==> src/rtl/conv_req_sched_if.sv <==
// Request / converter / result bundle around conv_req_sched.
// slave is the scheduler's view, master is the driver/consumer view.
interface conv_req_sched_if #(
  parameter int CW = 3
);
  logic          req_valid;
  logic          req_ready;
  logic [3:0]    req_in;
  logic [1:0]    req_sel;
  logic          cv_start;
  logic [3:0]    cv_in;
  logic [1:0]    cv_sel;
  logic          cv_done_gray;
  logic          cv_done_bcd;
  logic          cv_done_excess3;
  logic [3:0]    cv_gray;
  logic [7:0]    cv_bcd;
  logic [7:0]    cv_ex3;
  logic          res_valid;
  logic          res_ready;
  logic [7:0]    res_data;
  logic [1:0]    res_sel;
  logic          res_err;
  logic [CW-1:0] count;
  logic          busy;

  modport slave (
    input  req_valid, req_in, req_sel,
    input  cv_done_gray, cv_done_bcd, cv_done_excess3, cv_gray, cv_bcd, cv_ex3,
    input  res_ready,
    output req_ready, cv_start, cv_in, cv_sel,
    output res_valid, res_data, res_sel, res_err, count, busy
  );

  modport master (
    output req_valid, req_in, req_sel,
    output cv_done_gray, cv_done_bcd, cv_done_excess3, cv_gray, cv_bcd, cv_ex3,
    output res_ready,
    input  req_ready, cv_start, cv_in, cv_sel,
    input  res_valid, res_data, res_sel, res_err, count, busy
  );
endinterface

==> src/rtl/conv_req_sched.sv <==
// Request scheduler in front of the code converter: FIFO of {value, mode},
// one conversion in flight at a time, result/error on a valid/ready port.
module conv_req_sched #(
  parameter int DEPTH   = 4,
  parameter int TIMEOUT = 15
) (
  input  logic          clk,
  input  logic          rst,
  conv_req_sched_if.slave bus
);
  localparam int AW = $clog2(DEPTH);
  localparam int CW = AW + 1;

  typedef struct packed {
    logic [3:0] in;
    logic [1:0] sel;
  } req_t;

  typedef enum logic [1:0] {IDLE, ISSUE, WAIT, RESP} state_t;

  localparam logic [1:0] SEL_BAD = 2'b11;

  state_t        state, state_nx;
  req_t          mem [DEPTH];
  req_t          head;
  logic [AW-1:0] wptr, rptr;
  logic [CW-1:0] cnt;
  logic          full, empty, push, pop;
  logic [1:0]    cur_sel;
  logic [7:0]    wcnt;
  logic          match, expired;
  logic [7:0]    sel_data;

  assign full  = (cnt == CW'(DEPTH));
  assign empty = (cnt == '0);
  assign push  = bus.req_valid && !full;
  assign head  = mem[rptr];

  assign bus.req_ready = !full;
  assign bus.count     = cnt;

  // Done flag and result belonging to the mode currently in flight.
  always_comb begin
    match    = 1'b0;
    sel_data = '0;
    unique case (cur_sel)
      2'b00:   begin match = bus.cv_done_gray;    sel_data = {4'b0, bus.cv_gray}; end
      2'b01:   begin match = bus.cv_done_bcd;     sel_data = bus.cv_bcd;          end
      2'b10:   begin match = bus.cv_done_excess3; sel_data = bus.cv_ex3;          end
      default: begin match = 1'b0;                sel_data = '0;                  end
    endcase
  end

  assign expired = (wcnt == 8'(TIMEOUT));

  // FIFO storage; writes while reset is held are dropped.
  always_ff @(posedge clk) begin
    if (push && rst) mem[wptr] <= '{in: bus.req_in, sel: bus.req_sel};
  end

  // FIFO pointers and occupancy.
  always_ff @(posedge clk or negedge rst) begin
    if (!rst) begin
      wptr <= '0;
      rptr <= '0;
      cnt  <= '0;
    end else begin
      if (push) wptr <= wptr + 1'b1;
      if (pop)  rptr <= rptr + 1'b1;
      unique case ({push, pop})
        2'b10:   cnt <= cnt + 1'b1;
        2'b01:   cnt <= cnt - 1'b1;
        default: cnt <= cnt;
      endcase
    end
  end

  // FSM state register.
  always_ff @(posedge clk or negedge rst) begin
    if (!rst) state <= IDLE;
    else      state <= state_nx;
  end

  // FSM next state.
  always_comb begin
    state_nx = state;
    unique case (state)
      IDLE:  if (!empty) state_nx = (head.sel == SEL_BAD) ? RESP : ISSUE;
      ISSUE: state_nx = WAIT;
      WAIT:  if (match || expired) state_nx = RESP;
      RESP:  if (bus.res_ready) state_nx = IDLE;
      default: state_nx = IDLE;
    endcase
  end

  // FSM outputs.
  always_comb begin
    pop           = 1'b0;
    bus.cv_start  = 1'b0;
    bus.res_valid = 1'b0;
    bus.busy      = 1'b1;
    unique case (state)
      IDLE:    begin pop = !empty; bus.busy = 1'b0; end
      ISSUE:   bus.cv_start  = 1'b1;
      RESP:    bus.res_valid = 1'b1;
      default: ;
    endcase
  end

  // Datapath: converter operands latch only for valid modes so cv_in/cv_sel
  // keep their last issued value across bad-mode responses; the response
  // registers load once on RESP entry and hold through back-pressure.
  always_ff @(posedge clk or negedge rst) begin
    if (!rst) begin
      cur_sel      <= '0;
      bus.cv_in    <= '0;
      bus.cv_sel   <= '0;
      wcnt         <= '0;
      bus.res_data <= '0;
      bus.res_sel  <= '0;
      bus.res_err  <= 1'b0;
    end else begin
      unique case (state)
        IDLE: if (pop) begin
          cur_sel <= head.sel;
          if (head.sel == SEL_BAD) begin
            bus.res_data <= '0;
            bus.res_sel  <= head.sel;
            bus.res_err  <= 1'b1;
          end else begin
            bus.cv_in  <= head.in;
            bus.cv_sel <= head.sel;
          end
        end
        ISSUE: wcnt <= '0;
        WAIT: begin
          if (match) begin
            bus.res_data <= sel_data;
            bus.res_sel  <= cur_sel;
            bus.res_err  <= 1'b0;
          end else if (expired) begin
            bus.res_data <= '0;
            bus.res_sel  <= cur_sel;
            bus.res_err  <= 1'b1;
          end else begin
            wcnt <= wcnt + 1'b1;
          end
        end
        default: ;
      endcase
    end
  end
endmodule

==> src/flat_wrapper.sv <==
// flat-port wrapper written by rule: the top's interface ports become plain ports
module conv_req_sched_flat 
#(
  parameter int DEPTH   = 4,
  parameter int TIMEOUT = 15
)
  (clk, rst, bus_req_valid, bus_req_in, bus_req_sel, bus_cv_done_gray, bus_cv_done_bcd, bus_cv_done_excess3, bus_cv_gray, bus_cv_bcd, bus_cv_ex3, bus_res_ready, bus_req_ready, bus_cv_start, bus_cv_in, bus_cv_sel, bus_res_valid, bus_res_data, bus_res_sel, bus_res_err, bus_count, bus_busy);
  conv_req_sched_if #(.CW(($clog2(DEPTH) + 1))) bus_i ();
  input  logic clk;
  input  logic rst;
  input wire logic [$bits(bus_i.req_valid)-1:0] bus_req_valid;
  input wire logic [$bits(bus_i.req_in)-1:0] bus_req_in;
  input wire logic [$bits(bus_i.req_sel)-1:0] bus_req_sel;
  input wire logic [$bits(bus_i.cv_done_gray)-1:0] bus_cv_done_gray;
  input wire logic [$bits(bus_i.cv_done_bcd)-1:0] bus_cv_done_bcd;
  input wire logic [$bits(bus_i.cv_done_excess3)-1:0] bus_cv_done_excess3;
  input wire logic [$bits(bus_i.cv_gray)-1:0] bus_cv_gray;
  input wire logic [$bits(bus_i.cv_bcd)-1:0] bus_cv_bcd;
  input wire logic [$bits(bus_i.cv_ex3)-1:0] bus_cv_ex3;
  input wire logic [$bits(bus_i.res_ready)-1:0] bus_res_ready;
  output wire logic [$bits(bus_i.req_ready)-1:0] bus_req_ready;
  output wire logic [$bits(bus_i.cv_start)-1:0] bus_cv_start;
  output wire logic [$bits(bus_i.cv_in)-1:0] bus_cv_in;
  output wire logic [$bits(bus_i.cv_sel)-1:0] bus_cv_sel;
  output wire logic [$bits(bus_i.res_valid)-1:0] bus_res_valid;
  output wire logic [$bits(bus_i.res_data)-1:0] bus_res_data;
  output wire logic [$bits(bus_i.res_sel)-1:0] bus_res_sel;
  output wire logic [$bits(bus_i.res_err)-1:0] bus_res_err;
  output wire logic [$bits(bus_i.count)-1:0] bus_count;
  output wire logic [$bits(bus_i.busy)-1:0] bus_busy;
  assign bus_i.req_valid = bus_req_valid;
  assign bus_i.req_in = bus_req_in;
  assign bus_i.req_sel = bus_req_sel;
  assign bus_i.cv_done_gray = bus_cv_done_gray;
  assign bus_i.cv_done_bcd = bus_cv_done_bcd;
  assign bus_i.cv_done_excess3 = bus_cv_done_excess3;
  assign bus_i.cv_gray = bus_cv_gray;
  assign bus_i.cv_bcd = bus_cv_bcd;
  assign bus_i.cv_ex3 = bus_cv_ex3;
  assign bus_i.res_ready = bus_res_ready;
  assign bus_req_ready = bus_i.req_ready;
  assign bus_cv_start = bus_i.cv_start;
  assign bus_cv_in = bus_i.cv_in;
  assign bus_cv_sel = bus_i.cv_sel;
  assign bus_res_valid = bus_i.res_valid;
  assign bus_res_data = bus_i.res_data;
  assign bus_res_sel = bus_i.res_sel;
  assign bus_res_err = bus_i.res_err;
  assign bus_count = bus_i.count;
  assign bus_busy = bus_i.busy;
  conv_req_sched #(.DEPTH(DEPTH), .TIMEOUT(TIMEOUT)) u_core (.clk(clk), .rst(rst), .bus(bus_i));
endmodule
==> config.mk <==
export PLATFORM = sky130hd
export DESIGN_NAME = conv_req_sched_flat
export DESIGN_NICKNAME = d
export VERILOG_FILES = /design/src/rtl/conv_req_sched_if.sv /design/src/rtl/conv_req_sched.sv /design/src/flat_wrapper.sv
export SDC_FILE = /design/constraint.sdc
export NUM_CORES = 1
export LEC_CHECK = 0
export CAP_MARGIN = 20
export CORE_UTILIZATION = 42
export DETAILED_ROUTE_END_ITERATION = 12
export PLACE_DENSITY = 0.75
export SLEW_MARGIN = 20
export SYNTH_ARGS = -nofsm -noshare
export SYNTH_HDL_FRONTEND = slang
export SYNTH_SLANG_ARGS = --single-unit
==> constraint.sdc <==
create_clock -name clk -period 3.36 [get_ports clk]
set_clock_uncertainty 0.15 [all_clocks]
set_input_delay 0.672 -clock clk [delete_from_list [all_inputs] [get_ports clk]]
set_output_delay 0.672 -clock clk [all_outputs]
set_load 0.05 [all_outputs]
# Yosys cells after proc, flatten, opt, wreduce, memory -nomap -nowiden

Memories as Yosys holds them, arrays and structs flattened.
Cells that the tools add are included.

Flip-flop bits (word level): 36
Bits in latches: 0
RAM bits: 24
Memory bits (read-only): 0
Input bits: 33
Memories: 1

$add $sub $neg: 5
Multipliers: 0
Divide/modulo/power cells: 0
Magnitude comparators: 0
Equality and inequality tests: 18
Shift operators: 0
Mux-type cells: 32
Bitwise gates (word level): 1
Reductions and logical operators: 16

Memory list:

| name       | words | bits a word | read ports | clocked after Yosys merged registers in | write ports | line                 | text |
|---|---|---|---|---|---|---|---|
| u_core.mem | 4     | 6           | 1          | 0                                       | 1           | conv_req_sched.sv:24 | `req_t mem [DEPTH];` |

Operators with widths:

| kind                                                                    | count |
|---|---|
| 8-bit two-way mux                                                       | 6 |
| 8-bit one-hot mux with 2 select lines                                   | 2 |
| 8-bit one-hot mux with 3 select lines                                   | 1 |
| 2-bit two-way mux                                                       | 8 |
| 2-bit == test, second input constant                                    | 5 |
| 1-bit two-way mux                                                       | 10 |
| 3-bit AND reduction                                                     | 3 |
| 8-bit by 1-bit adder with 8-bit output, second input constant           | 1 |
| 8-bit by 4-bit == test with 1-bit output, second input constant         | 1 |
| 2-bit inequality test, second input constant                            | 4 |
| 2-bit one-hot mux with 4 select lines                                   | 1 |
| 2-bit by 1-bit == test with 1-bit output, second input constant         | 3 |
| 2-bit by 1-bit inequality test with 1-bit output, second input constant | 3 |
| 3-bit one-hot mux with 2 select lines                                   | 1 |
| 2-bit nonzero test                                                      | 3 |
| 2-bit by 1-bit adder with 2-bit output, second input constant           | 2 |
| 2-bit logical NOT                                                       | 2 |
| 2-bit one-hot mux with 2 select lines                                   | 1 |
| 4-bit AND reduction                                                     | 1 |
| 3-bit by 1-bit adder with 3-bit output, second input constant           | 1 |
| 3-bit == test, second input constant                                    | 1 |
| 3-bit logical NOT                                                       | 1 |
| 3-bit by 1-bit inequality test with 1-bit output, second input constant | 1 |
| 1-bit one-hot mux with 3 select lines                                   | 1 |
| 7 further kinds                                                         | 9 |

# Logic depth before layout (Yosys ltp)

Gate-level depths: netlist (run 1).

Word-level depth: 6
Mapped depth: 11
Gate-level depth less buffers: 10

# Least setup slack after synthesis (run 1)

OpenSTA, ideal clock, no wires.

Path kind: register to register
From: reg u_core.cnt[2], in the netlist u_core.bus.count[2]
To: reg u_core.cnt[2], in the netlist u_core.bus.count[2]
Setup time: 82 ps
Arrival: 2688 ps
Data required time: 3128 ps
Slack: 440 ps
Cell stages (with the launch flop): 11
Path buffers: 1
Period minus slack after synthesis: 2920 ps
Cell sequence: dfrtp_1 nand3_1 and2_1 clkbuf_1 inv_1 ha_1 inv_1 fa_1 xor2_1 nor2_1 xor2_1

Longest elaborated chain between the ends: 5

RTL lines:

| element                                                                            | line                 | text |
|---|---|---|
| from (decl)                                                                        | conv_req_sched.sv:27 | `logic [CW-1:0] cnt;` |
| from (signal assigned)                                                             | conv_req_sched.sv:71 | `2'b10: cnt <= cnt + 1'b1;` |
| from (signal assigned)                                                             | conv_req_sched.sv:72 | `2'b01: cnt <= cnt - 1'b1;` |
| from (signal assigned)                                                             | conv_req_sched.sv:73 | `default: cnt <= cnt;` |
| 3-bit == test *                                                                    | conv_req_sched.sv:34 | `assign full = (cnt == CW'(DEPTH));` |
| 1-bit logical NOT *                                                                | --                   |  |
| named net bus_req_ready                                                            | flat_wrapper.sv:21   | `output wire logic [$bits(bus_i.req_ready)-1:0] bus_req_ready;` |
| 1-bit logical AND *                                                                | conv_req_sched.sv:36 | `assign push = bus.req_valid && !full;` |
| 2-bit by 1-bit == test with 1-bit output / 2-bit == test (equally long branches)   | conv_req_sched.sv:70 | `unique case ({push, pop})` |
| 3-bit one-hot mux with 2 select lines / 2-bit nonzero test (equally long branches) | --                   |  |

Mark *: on every way through the listed nets, which the timed path passes. The rest lies on a longest branch.
A chain may end at the register's enable or synchronous reset.

# Worst setup path in the final report (run 1)

From: reg u_core.state[0]
To: out bus_busy

Longest elaborated chain between the ends: 2

RTL lines:

| element                | line                  | text |
|---|---|---|
| from (decl)            | conv_req_sched.sv:23  | `state_t state, state_nx;` |
| from (signal assigned) | conv_req_sched.sv:81  | `else state <= state_nx;` |
| 2-bit logical NOT      | conv_req_sched.sv:102 | `unique case (state)` |
| 1-bit two-way mux      | conv_req_sched.sv:102 |  |
| to (decl)              | flat_wrapper.sv:30    | `output wire logic [$bits(bus_i.busy)-1:0] bus_busy;` |

No other way between the ends.

==> impl_metrics.xml, run 1 <==
<?xml version="1.0" encoding="UTF-8"?>
<metrics>
  <group name="die">
    <metric name="fp.dieW" unit="µm">84.54</metric>
    <metric name="num_io_pins" unit="">57</metric>
    <metric name="die_area" unit="mm²">0.007147</metric>
    <metric name="initial_utilization" unit="%">44.30</metric>
    <metric name="design.core.area" unit="mm²">0.006459</metric>
    <metric name="std_cell_rows" unit="">29</metric>
    <metric name="die_height" unit="µm">84.54</metric>
  </group>
  <group name="yosys">
    <metric name="synth_commonest_cells" unit="">36 x sky130_fd_sc_hd__dfrtp_1, 24 x sky130_fd_sc_hd__edfxtp_1, 24 x sky130_fd_sc_hd__nand2_1</metric>
    <metric name="postSynthCellCount" unit="">230</metric>
    <metric name="postSynth.asyncResetShare" unit="%">60.00</metric>
    <metric name="netlist.top_cell.by_area" unit="">sky130_fd_sc_hd__dfrtp_1</metric>
    <metric name="synth.area.top_cells" unit="">sky130_fd_sc_hd__dfrtp_1 31%, sky130_fd_sc_hd__edfxtp_1 25%, sky130_fd_sc_hd__ha_1 4.8%</metric>
    <metric name="syn_avg_cell_area" unit="µm²">12.44</metric>
    <metric name="most_instantiated_flip_flop_cell_in_the_synthesis_netlist" unit="">sky130_fd_sc_hd__dfrtp_1</metric>
    <metric name="count_of_yosys_warnings_during_synthesis" unit="">0</metric>
    <metric name="post_synth_instance_area" unit="mm²">0.002861</metric>
    <metric name="synth.yosys.seq_area_share" unit="%">56.67</metric>
    <metric name="synth_fp_nets" unit="">275</metric>
    <metric name="ys_seq_elements" unit="">60</metric>
    <metric name="number_of_synthesized_flops_with_an_enable_pin" unit="">24</metric>
    <metric name="post-synth-top-count-cell" unit="">sky130_fd_sc_hd__dfrtp_1</metric>
    <metric name="synthDistinctLibCells" unit="">42</metric>
    <metric name="synth_top_area_share" unit="%">31.48</metric>
  </group>
  <group name="clock_tree">
    <metric name="tritoncts" unit="">built</metric>
    <metric name="post_cts_resize_count" unit="">0</metric>
    <metric name="cts_num_sinks" unit="">60</metric>
    <metric name="cts-buffers-inserted" unit="">9</metric>
    <metric name="clock_path_buffers" unit="">2</metric>
    <metric name="clock_insertion_delay_worst_skew" unit="ns">0.33</metric>
    <metric name="clk_transition_reported_paths" unit="ns">0.07</metric>
    <metric name="cts-htree-levels" unit="">3</metric>
    <metric name="ctsHoldBuffers" unit="">0</metric>
    <metric name="cts_setup_buffers" unit="">0</metric>
    <metric name="clk_root_buffer_cell" unit="">sky130_fd_sc_hd__clkbuf_8</metric>
  </group>
  <group name="sta">
    <metric name="timing.max_slew.rel_slack" unit="%">65.64</metric>
    <metric name="worst_hold_slack" unit="ns">0.04328</metric>
    <metric name="setup_viol" unit="">0</metric>
    <metric name="max_clock_freq" unit="GHz">0.3562</metric>
    <metric name="report.final.slew_viol_count" unit="">0</metric>
    <metric name="fin_setup_tns" unit="ns">0</metric>
    <metric name="min_period_over_period" unit="%">83.55</metric>
    <metric name="transition_time_at_the_pin_with_the_least_slew_margin" unit="ns">0.5139</metric>
    <metric name="finalHoldViolations" unit="">0</metric>
    <metric name="period_needed" unit="ns">2.807</metric>
    <metric name="grt_setup_unrepaired" unit="">no</metric>
  </group>
  <group name="route">
    <metric name="drt-initial-drc-count" unit="">119</metric>
    <metric name="post_drt_wl_per_cell" unit="µm">16.01</metric>
    <metric name="drt_first_pass_iters" unit="">8</metric>
    <metric name="drc" unit="">6</metric>
    <metric name="drt_wl_total" unit="µm">5941</metric>
    <metric name="detailroute.via_count" unit="">2022</metric>
    <metric name="vias_per_cell" unit="">5.450</metric>
    <metric name="drtAntennaViolNets" unit="">0</metric>
  </group>
  <group name="setup_path">
    <metric name="cp-start-kind" unit="">register</metric>
    <metric name="worstPathArrival" unit="ns">1.99</metric>
    <metric name="timing.critical_path.slowest_stage_cell" unit="">sky130_fd_sc_hd__clkdlybuf4s50_1</metric>
    <metric name="critical_path.max_stage_delay" unit="ns">0.82</metric>
    <metric name="cp_max_fo" unit="">4</metric>
    <metric name="critical_path.endpoint_type" unit="">output port</metric>
    <metric name="crit_chain" unit="">inv_1 &gt; ha_1 &gt; inv_1 &gt; clkdlybuf4s50_1</metric>
    <metric name="critPathKind" unit="">reg -&gt; out</metric>
    <metric name="critPathMostFrequentCell" unit="">sky130_fd_sc_hd__inv_1</metric>
    <metric name="worst-endpoint-required" unit="ns">2.54</metric>
  </group>
  <group name="power">
    <metric name="p_leak" unit="µW">0.001517</metric>
    <metric name="power_per_cell_area" unit="mW/mm²">959.1</metric>
    <metric name="power" unit="µW">3523</metric>
    <metric name="ir_worst_vdd" unit="V">0.0006901</metric>
  </group>
  <group name="global_route">
    <metric name="globalRouteTotalUtil" unit="%">17.44</metric>
    <metric name="overflow" unit="">0</metric>
    <metric name="antenna_violations_before_repair" unit="">0</metric>
    <metric name="wire_length_of_the_first_global_routing_pass" unit="µm">9453</metric>
    <metric name="grt_pass1_vias" unit="">1917</metric>
    <metric name="grt_start_max_net_pins" unit="">32</metric>
  </group>
  <group name="final_layout">
    <metric name="fill_cells" unit="">553</metric>
    <metric name="num-nets-final" unit="">334</metric>
    <metric name="diodes" unit="">0</metric>
    <metric name="drive_above_1_share" unit="%">11.90</metric>
    <metric name="area_delta_synth_final" unit="%">28.38</metric>
  </group>
  <group name="placed_design">
    <metric name="placer_congestion" unit="">0.9164</metric>
    <metric name="detailed_place_hpwl" unit="µm">4366</metric>
    <metric name="io_buffers" unit="">56</metric>
  </group>
  <group name="hold_path">
    <metric name="hold_class" unit="">in -&gt; async</metric>
  </group>
  <group name="flow_run">
    <metric name="maxCapViolations" unit="">0</metric>
  </group>
  <group name="outcome">
    <metric name="failed_checks" unit="">DRC</metric>
    <metric name="run_status" unit="">finished, violations left</metric>
  </group>
</metrics>
==> placed cells by master, fill, tap and decap left out, types with 2 or more instances in the layout <==
| cell | count |
|---|---|
| sky130_fd_sc_hd__clkdlybuf4s50_1 | 55 |
| sky130_fd_sc_hd__dfrtp_1 | 36 |
| sky130_fd_sc_hd__nand2_1 | 24 |
| sky130_fd_sc_hd__edfxtp_1 | 24 |
| sky130_fd_sc_hd__inv_1 | 16 |
| sky130_fd_sc_hd__nor2_1 | 12 |
| sky130_fd_sc_hd__o31ai_1 | 11 |
| sky130_fd_sc_hd__ha_1 | 11 |
| sky130_fd_sc_hd__clkbuf_8 | 11 |
| sky130_fd_sc_hd__and3_1 | 7 |
| sky130_fd_sc_hd__mux2i_1 | 6 |
| sky130_fd_sc_hd__mux4_2 | 6 |
| sky130_fd_sc_hd__o21ai_0 | 6 |
| sky130_fd_sc_hd__mux2_2 | 6 |
| sky130_fd_sc_hd__nand3_1 | 5 |
| sky130_fd_sc_hd__a22oi_1 | 4 |
| sky130_fd_sc_hd__a21oi_1 | 4 |
| sky130_fd_sc_hd__and2_1 | 3 |
| sky130_fd_sc_hd__nor2b_1 | 3 |
| sky130_fd_sc_hd__or4_1 | 3 |
| sky130_fd_sc_hd__xnor2_1 | 3 |
| sky130_fd_sc_hd__xor2_1 | 3 |
| sky130_fd_sc_hd__o211ai_1 | 3 |
| sky130_fd_sc_hd__a2bb2oi_1 | 3 |
| sky130_fd_sc_hd__a31oi_1 | 3 |
| sky130_fd_sc_hd__buf_4 | 3 |
| sky130_fd_sc_hd__nor3_1 | 2 |
| sky130_fd_sc_hd__nand4_1 | 2 |
| sky130_fd_sc_hd__o2bb2ai_1 | 2 |
| sky130_fd_sc_hd__clkinv_2 | 2 |
==> critical path: cells and delay by family, from the launching register on <==
kind                       cells  cell delay [ns]
buffers and inverters          3             1.04
DFF                            1             0.40
adders and majority gates      1             0.23
==> worst paths after layout <==
kind / from / to / slack [ns] / cells after the start
setup / recovery: u_core.state[0] / bus_busy / 0.55 / 4
hold / removal: rst / u_core.wptr[1] / 0.04 / 1
setup reg to reg: u_core.rptr[0] / u_core.bus.cv_in[3] / 0.87 / 4
hold reg to reg: u_core.bus.res_data[0] / u_core.bus.res_data[0] / 0.33 / 2
max in group asynchronous: rst / u_core.bus.cv_in[1] / 2.35 / 2
min in group clk: u_core.bus.res_data[0] / u_core.bus.res_data[0] / 0.33 / 2
==> metal layers <==
layer,global-route usage (%),vias to the layer above,routed length (µm)
met4,7.396,0,78
met5,0,-,0
met2,29.27,59,3051
met3,3.441,5,224
li1,-,955,-
met1,22.16,1003,2587
==> cell families (layout without fill, tap and decap cells) <==
logic type,Yosys count,count (layout),share of synthesized area (%)
adder cells (fa/ha/maj),12,12,5.509
multiplexers,19,19,9.707
AO/OA/AOI/OAI,42,42,11.15
XOR/XNOR,6,6,1.837
AND/OR/NAND/NOR,64,64,10.76
buffers and inverters,27,91,4.373
flip-flops,60,60,56.67
==> power breakdown <==
group	switching [µW]	internal, µW
registers	184	958
logic	1050	686
clock network	270	381
total	1500	2020
==> area by class of cell <==
class | count | area (µm²) | share of cell area, %
Multi-Input combinational cell | 143 | 1115 | 30.35
Clock inverter | 4 | 47.55 | 1.294
Clock buffer | 12 | 155.1 | 4.223
Timing Repair Buffer | 59 | 578.1 | 15.74
Sequential cell | 60 | 1622 | 44.14
Tap cell | 77 | 96.34 | 2.623
Inverter | 16 | 60.06 | 1.635
==> flip-flops by register name, indices dropped and copies added (netlist names) <==
name / flops
u_core.wptr: 2
u_core.cur_sel: 2
u_core.mem: 24
u_core.bus.res_err: 1
u_core.rptr: 2
u_core.wcnt: 8
u_core.bus.res_sel: 2
u_core.bus.count: 3
u_core.state: 2
u_core.bus.res_data: 8
u_core.bus.cv_in: 4
u_core.bus.cv_sel: 2
==> stage by stage <==
step / cell area [µm²] / util, % / setup WS (ns) / cells
2_1_floorplan: 2861 / - / 0.4404 / 230
3_3_place_gp: 3471 / 53.74 / 0.8048 / 355
3_5_place_dp: 3471 / 53.74 / 0.7457 / 355
4_1_cts: 3674 / 56.88 / 0.5466 / 371
5_1_grt: 3674 / 56.88 / 0.4865 / 371
6_report: 3674 / 56.88 / 0.5529 / 371
(Power assumes the default switching activity.)
==> inputs of run 2 (changes only) <==
--- a/config.mk
+++ b/config.mk
@@ -8,7 +8,7 @@
 export CAP_MARGIN = 20
 export CORE_UTILIZATION = 42
 export DETAILED_ROUTE_END_ITERATION = 12
-export PLACE_DENSITY = 0.75
+export PLACE_DENSITY = 0.78
 export SLEW_MARGIN = 20
 export SYNTH_ARGS = -nofsm -noshare
 export SYNTH_HDL_FRONTEND = slang
==> constraint.sdc (replaced) <==
create_clock -name clk -period 2.58 [get_ports clk]
set_clock_uncertainty 0.15 [all_clocks]
set_input_delay 0.516 -clock clk [delete_from_list [all_inputs] [get_ports clk]]
set_output_delay 0.516 -clock clk [all_outputs]
set_load 0.05 [all_outputs]
==> run 2 against run 1 <==
The run still ends with DRC left. Critical path depth fell by 1. Worst hold slack better by 0.29 ns. Register-to-register slack worse by 0.61 ns. Worst setup slack lost 0.47 ns. Sequential cell count is the same. Total power rose by 30%. Die area stayed put. Critical path type unchanged.
==> impl_metrics.xml, run 2 (synthesized netlist as in run 1, its figures left out) <==
<?xml version="1.0" encoding="UTF-8"?>
<metrics>
  <group name="outcome">
    <metric name="run_status" unit="">finished, violations left</metric>
    <metric name="failed_checks" unit="">DRC</metric>
  </group>
  <group name="final_layout">
    <metric name="largest-register" unit="">u_core.mem</metric>
    <metric name="area_delta_synth_final" unit="%">30.26</metric>
    <metric name="biggestRegsByFlops" unit="">u_core.mem: 24 flops, u_core.bus.res_data: 8 flops, u_core.wcnt: 8 flops</metric>
    <metric name="num-nets-final" unit="">341</metric>
    <metric name="final-instance-count-excl-fill" unit="">378</metric>
    <metric name="fill_cells" unit="">563</metric>
    <metric name="layout_commonest_cell" unit="">sky130_fd_sc_hd__clkdlybuf4s50_1</metric>
    <metric name="highest_count_cells_in_the_layout_ignoring_fill_and_taps" unit="">54 x sky130_fd_sc_hd__clkdlybuf4s50_1, 34 x sky130_fd_sc_hd__dfrtp_1, 24 x sky130_fd_sc_hd__nand2_1, 24 x sky130_fd_sc_hd__edfxtp_1, 16 x sky130_fd_sc_hd__inv_1</metric>
    <metric name="layout.area.seq" unit="mm²">0.001624</metric>
    <metric name="drive_above_1_share" unit="%">14.95</metric>
    <metric name="multi_input_comb_area" unit="mm²">0.001127</metric>
    <metric name="diodes" unit="">0</metric>
    <metric name="largest_register_ff_count" unit="">24</metric>
  </group>
  <group name="route">
    <metric name="drt_wl_total" unit="µm">5781</metric>
    <metric name="drt-initial-drc-count" unit="">133</metric>
    <metric name="drc" unit="">4</metric>
    <metric name="drtAntennaViolNets" unit="">0</metric>
    <metric name="detailroute.via_count" unit="">1986</metric>
    <metric name="drt_first_pass_iters" unit="">8</metric>
    <metric name="vias_per_cell" unit="">5.254</metric>
    <metric name="post_drt_wl_per_cell" unit="µm">15.29</metric>
  </group>
  <group name="setup_path">
    <metric name="cp-start-kind" unit="">register</metric>
    <metric name="worst-endpoint-required" unit="ns">1.91</metric>
    <metric name="cp_max_fo" unit="">4</metric>
    <metric name="worstPathArrival" unit="ns">1.83</metric>
    <metric name="critical_path.endpoint_type" unit="">output port</metric>
    <metric name="critPathKind" unit="">reg -&gt; out</metric>
  </group>
  <group name="global_route">
    <metric name="globalRouteTotalUtil" unit="%">17.81</metric>
    <metric name="antenna_violations_before_repair" unit="">0</metric>
    <metric name="grt_pass1_vias" unit="">1993</metric>
    <metric name="wire_length_of_the_first_global_routing_pass" unit="µm">9825</metric>
    <metric name="grt_start_max_net_pins" unit="">35</metric>
    <metric name="overflow" unit="">0</metric>
  </group>
  <group name="clock_tree">
    <metric name="tritoncts" unit="">built</metric>
    <metric name="cts-buffers-inserted" unit="">9</metric>
    <metric name="ctsHoldBuffers" unit="">1</metric>
    <metric name="post_cts_resize_count" unit="">0</metric>
    <metric name="cts-htree-levels" unit="">3</metric>
    <metric name="clk_transition_reported_paths" unit="ns">0.07</metric>
    <metric name="clk_root_buffer_cell" unit="">sky130_fd_sc_hd__clkbuf_8</metric>
    <metric name="clock_insertion_delay_worst_skew" unit="ns">0.32</metric>
    <metric name="clock_path_buffers" unit="">2</metric>
    <metric name="cts_num_sinks" unit="">60</metric>
    <metric name="cts_setup_buffers" unit="">0</metric>
  </group>
  <group name="hold_path">
    <metric name="hold_class" unit="">reg -&gt; reg</metric>
  </group>
  <group name="sta">
    <metric name="period_needed" unit="ns">2.496</metric>
    <metric name="fin_setup_tns" unit="ns">0</metric>
    <metric name="setup_viol" unit="">0</metric>
    <metric name="grt_setup_unrepaired" unit="">no</metric>
    <metric name="max_clock_freq" unit="GHz">0.4007</metric>
    <metric name="finalHoldViolations" unit="">0</metric>
    <metric name="min_period_over_period" unit="%">96.73</metric>
    <metric name="report.final.slew_viol_count" unit="">0</metric>
    <metric name="timing.max_slew.rel_slack" unit="%">64.92</metric>
    <metric name="transition_time_at_the_pin_with_the_least_slew_margin" unit="ns">0.5245</metric>
  </group>
  <group name="die">
    <metric name="fp.dieW" unit="µm">84.54</metric>
    <metric name="die_area" unit="mm²">0.007147</metric>
    <metric name="initial_utilization" unit="%">44.30</metric>
    <metric name="num_io_pins" unit="">57</metric>
    <metric name="die_height" unit="µm">84.54</metric>
    <metric name="std_cell_rows" unit="">29</metric>
    <metric name="design.core.area" unit="mm²">0.006459</metric>
  </group>
  <group name="power">
    <metric name="power" unit="µW">4590</metric>
    <metric name="p_leak" unit="µW">0.001545</metric>
    <metric name="ir_worst_vdd" unit="V">0.0009375</metric>
    <metric name="power_per_cell_area" unit="mW/mm²">1231</metric>
  </group>
  <group name="placed_design">
    <metric name="placer_congestion" unit="">0.9170</metric>
    <metric name="numPlacedInstances" unit="">361</metric>
    <metric name="detailed_place_hpwl" unit="µm">4313</metric>
    <metric name="io_buffers" unit="">56</metric>
  </group>
  <group name="flow_run">
    <metric name="maxCapViolations" unit="">0</metric>
  </group>
</metrics>
run 2: power breakdown:
group | total [µW] | switching, µW | internal (µW)
Sequential | 1440 | 189 | 1250
Clock | 783 | 354 | 429
Combinational | 2370 | 1420 | 950
run 2: routing by layer:
layer / vias to the layer above / wire, µm / track usage (%)
li1: 971 / - / -
met1: 967 / 2553 / 22.76
met2: 40 / 2956 / 30.23
met3: 8 / 172 / 2.655
met4: 0 / 98 / 7.858
met5: - / 0 / 0
run 2: area by class of cell:
class	count	area share, %
Sequential cell	60	43.57
Multi-Input combinational cell	143	30.25
Timing Repair Buffer	66	16.92
Clock buffer	12	4.465
Tap cell	77	2.585
Inverter	16	1.611
Clock inverter	4	0.6042
run 2: worst paths after layout:
| check | start | to | slack [ns] | depth (start not counted) |
|---|---|---|---|---|
| worst max-delay path | u_core.state[1] | bus_cv_start | 0.08 | 3 |
| max in group asynchronous | rst | u_core.bus.count[0] | 1.18 | 3 |
| worst min register to register | u_core.bus.res_data[5] | u_core.bus.res_data[5] | 0.33 | 2 |
| min in group asynchronous | rst | u_core.wptr[0] | 0.44 | 2 |
| worst min-delay path | u_core.bus.res_data[5] | u_core.bus.res_data[5] | 0.33 | 2 |
| worst max register to register | u_core.state[1] | u_core.bus.count[2] | 0.26 | 10 |
run 2: critical path, stage by stage, from the launching register on:
cell and delay (ns):
sky130_fd_sc_hd__dfrtp_1 0.42, sky130_fd_sc_hd__inv_1 0.13, sky130_fd_sc_hd__ha_1 0.16, sky130_fd_sc_hd__clkdlybuf4s50_1 0.80
run 2: through the flow:
| step | cell area [µm²] | hold WS (ns) | worst slack (ns) | utilization [%] |
|---|---|---|---|---|
| final | 3727 | 0.3307 | 0.08442 | 57.71 |
| after global routing | 3727 | 0.3653 | 0.008787 | 57.71 |
| after CTS | 3727 | 0.3390 | 0.05621 | 57.71 |
| after detailed placement | 3528 | 0.1919 | 0.1365 | 54.63 |
| after global placement | 3528 | 0.1806 | 0.1953 | 54.63 |
| after floorplan | 2877 | 0.07041 | 0.007283 | - |
==> inputs of run 3 (changes only) <==
--- a/config.mk
+++ b/config.mk
@@ -5,10 +5,14 @@
 export SDC_FILE = /design/constraint.sdc
 export NUM_CORES = 1
 export LEC_CHECK = 0
+export ABC_CLOCK_PERIOD_IN_PS = 2580
 export CAP_MARGIN = 20
-export CORE_UTILIZATION = 42
+export CELL_PAD_IN_SITES_DETAIL_PLACEMENT = 1
+export CELL_PAD_IN_SITES_GLOBAL_PLACEMENT = 1
+export CORE_MARGIN = 2
+export CORE_UTILIZATION = 37
 export DETAILED_ROUTE_END_ITERATION = 12
-export PLACE_DENSITY = 0.78
+export PLACE_DENSITY = 0.84
 export SLEW_MARGIN = 20
 export SYNTH_ARGS = -nofsm -noshare
 export SYNTH_HDL_FRONTEND = slang
==> run 3 against run 2 <==
Maximum frequency increased by 2.5%. Non-clock buffer count rose by 1. First-iteration DRC count up 50%. Sequential share of layout area fell by 0.59 points. Total power rose by 3.8%. Combinational power up 3%. Die area up 18%. The run now ends clean. Register-to-register slack lost 0.12 ns. Via count up 4.9%. Utilization decreased by 8.0 points. Sequential cell count stayed put. Critical path depth rose by 7.
==> impl_metrics.xml, run 3 (synthesized netlist as in run 1, its figures left out) <==
<?xml version="1.0" encoding="UTF-8"?>
<metrics>
  <group name="outcome">
    <metric name="run_status" unit="">finished, final reports clean</metric>
  </group>
  <group name="final_layout">
    <metric name="area_delta_synth_final" unit="%">32.05</metric>
    <metric name="diodes" unit="">0</metric>
    <metric name="num-nets-final" unit="">342</metric>
    <metric name="drive_above_1_share" unit="%">16.23</metric>
    <metric name="highest_count_cells_in_the_layout_ignoring_fill_and_taps" unit="">53 x sky130_fd_sc_hd__clkdlybuf4s50_1, 34 x sky130_fd_sc_hd__dfrtp_1, 24 x sky130_fd_sc_hd__nand2_1, 24 x sky130_fd_sc_hd__edfxtp_1, 15 x sky130_fd_sc_hd__inv_1</metric>
    <metric name="largest_register_ff_count" unit="">24</metric>
    <metric name="biggestRegsByFlops" unit="">u_core.mem: 24 flops, u_core.bus.res_data: 8 flops, u_core.wcnt: 8 flops</metric>
    <metric name="largest-register" unit="">u_core.mem</metric>
    <metric name="post_route_design_area" unit="mm²">0.003779</metric>
    <metric name="layout_commonest_cell" unit="">sky130_fd_sc_hd__clkdlybuf4s50_1</metric>
  </group>
  <group name="global_route">
    <metric name="grt_pass1_vias" unit="">2277</metric>
    <metric name="wire_length_of_the_first_global_routing_pass" unit="µm">11810</metric>
    <metric name="antenna_violations_before_repair" unit="">0</metric>
    <metric name="globalRouteTotalUtil" unit="%">18.10</metric>
    <metric name="overflow" unit="">0</metric>
    <metric name="grt_start_max_net_pins" unit="">37</metric>
  </group>
  <group name="placed_design">
    <metric name="post_dp_cell_area" unit="mm²">0.003567</metric>
    <metric name="detailed_place_hpwl" unit="µm">5436</metric>
    <metric name="placer_congestion" unit="">0.7894</metric>
    <metric name="io_buffers" unit="">56</metric>
    <metric name="post-place-ws" unit="ns">0.02636</metric>
  </group>
  <group name="die">
    <metric name="design.core.area" unit="mm²">0.007607</metric>
    <metric name="fp.dieW" unit="µm">91.94</metric>
    <metric name="die_area" unit="mm²">0.008453</metric>
    <metric name="initial_utilization" unit="%">37.62</metric>
    <metric name="std_cell_rows" unit="">32</metric>
    <metric name="num_io_pins" unit="">57</metric>
    <metric name="die_height" unit="µm">91.94</metric>
  </group>
  <group name="sta">
    <metric name="min_period_over_period" unit="%">94.40</metric>
    <metric name="setup_viol" unit="">0</metric>
    <metric name="worst_hold_slack" unit="ns">0.1691</metric>
    <metric name="period_needed" unit="ns">2.436</metric>
    <metric name="timing.max_slew.rel_slack" unit="%">64.50</metric>
    <metric name="timing.final.ws_setup" unit="ns">0.1445</metric>
    <metric name="grt_setup_unrepaired" unit="">no</metric>
    <metric name="finalHoldViolations" unit="">0</metric>
    <metric name="transition_time_at_the_pin_with_the_least_slew_margin" unit="ns">0.5308</metric>
    <metric name="max_clock_freq" unit="GHz">0.4106</metric>
    <metric name="fin_setup_tns" unit="ns">0</metric>
    <metric name="report.final.slew_viol_count" unit="">0</metric>
  </group>
  <group name="route">
    <metric name="vias_per_cell" unit="">5.156</metric>
    <metric name="post_drt_wl_per_cell" unit="µm">17.66</metric>
    <metric name="drc" unit="">0</metric>
    <metric name="drtAntennaViolNets" unit="">0</metric>
    <metric name="detailroute.via_count" unit="">2083</metric>
    <metric name="drt-initial-drc-count" unit="">200</metric>
    <metric name="drt_first_pass_iters" unit="">4</metric>
    <metric name="drt_wl_total" unit="µm">7133</metric>
  </group>
  <group name="clock_tree">
    <metric name="cts-buffers-inserted" unit="">9</metric>
    <metric name="cts_num_sinks" unit="">60</metric>
    <metric name="clock_insertion_delay_worst_skew" unit="ns">0.33</metric>
    <metric name="clk_root_buffer_cell" unit="">sky130_fd_sc_hd__clkbuf_8</metric>
    <metric name="cts-htree-levels" unit="">3</metric>
    <metric name="ctsHoldBuffers" unit="">0</metric>
    <metric name="clock_path_buffers" unit="">2</metric>
    <metric name="tritoncts" unit="">built</metric>
    <metric name="clk_transition_reported_paths" unit="ns">0.07</metric>
  </group>
  <group name="setup_path">
    <metric name="worstPathArrival" unit="ns">2.54</metric>
    <metric name="worst-endpoint-required" unit="ns">2.68</metric>
    <metric name="critical_path.endpoint_type" unit="">register</metric>
    <metric name="rr_worst_depth" unit="">10</metric>
    <metric name="critPathKind" unit="">reg -&gt; reg</metric>
    <metric name="reg2reg_slack" unit="ns">0.14</metric>
    <metric name="cp_max_fo" unit="">6</metric>
    <metric name="reg2reg_to" unit="">u_core.bus.count[2]</metric>
    <metric name="cp-start-kind" unit="">register</metric>
    <metric name="r2r_start" unit="">u_core.state[0]</metric>
  </group>
  <group name="power">
    <metric name="ir_worst_vdd" unit="V">0.0007646</metric>
    <metric name="power" unit="µW">4765</metric>
    <metric name="p_leak" unit="µW">0.001564</metric>
    <metric name="power_per_cell_area" unit="mW/mm²">1261</metric>
  </group>
  <group name="flow_run">
    <metric name="maxCapViolations" unit="">0</metric>
  </group>
  <group name="hold_path">
    <metric name="hold_class" unit="">in -&gt; async</metric>
  </group>
</metrics>
[run 3: cell count changes in the layout (fill, tap and decap cells not counted), sizes merged]
cell and delta:
dlygate4sd3 -1, buf +2, clkdlybuf4s50 -1, clkbuf -2
bufinv +1, clkinvlp +1, dlymetal6s2s +1
[run 3: metrics by stage]
| stage | util (%) | instances |
|---|---|---|
| floorplan | - | 230 |
| global placement | 46.89 | 387 |
| detailed placement | 46.89 | 387 |
| CTS | 49.54 | 403 |
| global route | 49.67 | 404 |
| finish | 49.67 | 404 |
[run 3: metal layers]
layer / wire length [µm] / up-vias / track usage [%] / part of all wire, %
li1: - / 964 / - / -
met1: 3129 / 1048 / 22.44 / 44
met2: 3550 / 63 / 30.64 / 50
met3: 351 / 8 / 4.191 / 4.9
met4: 102 / 0 / 7.214 / 1.4
met5: 0 / - / 0 / 0
[run 3: critical path: stages, from the launching register on]
cell	delay, ns
sky130_fd_sc_hd__dfrtp_1	0.43
sky130_fd_sc_hd__inv_1	0.14
sky130_fd_sc_hd__ha_1	0.21
sky130_fd_sc_hd__nand2b_1	0.17
sky130_fd_sc_hd__inv_2	0.13
sky130_fd_sc_hd__ha_1	0.21
sky130_fd_sc_hd__inv_1	0.07
sky130_fd_sc_hd__fa_1	0.39
sky130_fd_sc_hd__xor2_1	0.17
sky130_fd_sc_hd__nor2_1	0.14
sky130_fd_sc_hd__xor2_1	0.15
[run 3: timing repair]
item,4_1_cts,5_1_grt
setup buffers,0,1
gates resized for setup,1,1
endpoints found under the setup margin,1,2
[run 3: how the worst max path moves through the flow]
stage / start / endpoint / slack (ns) / cells past startpoint
after global routing: u_core.state[1] / u_core.bus.count[2] / 0.03 / 10
after CTS: u_core.state[1] / bus_cv_start / 0.02 / 3
final: u_core.state[0] / u_core.bus.count[2] / 0.14 / 10
after detailed placement: u_core.state[0] / u_core.bus.count[2] / 0.03 / 10
after global placement: bus_cv_done_excess3 / u_core.wcnt[7] / 0.20 / 6
after floorplan: u_core.bus.count[2] / u_core.bus.count[2] / 0.007 / 10
[run 3: area by class of cell]
type / instances / area [µm²]
sequential: 60 / 1624
fill: 814 / 3829
tap: 102 / 127.6
clock inverter: 6 / 63.81
clock buffer: 10 / 137.6
multi-input combinational: 143 / 1127
inverter: 16 / 60.06
timing repair buffer: 67 / 638.1
[run 3: report_power, final]
part           internal [µW]  switching [µW]  leakage (µW)
sequential              1250             234      0.000668
clock                    470             365     0.0000983
combinational            967            1480      0.000797
total                   2690            2080       0.00156
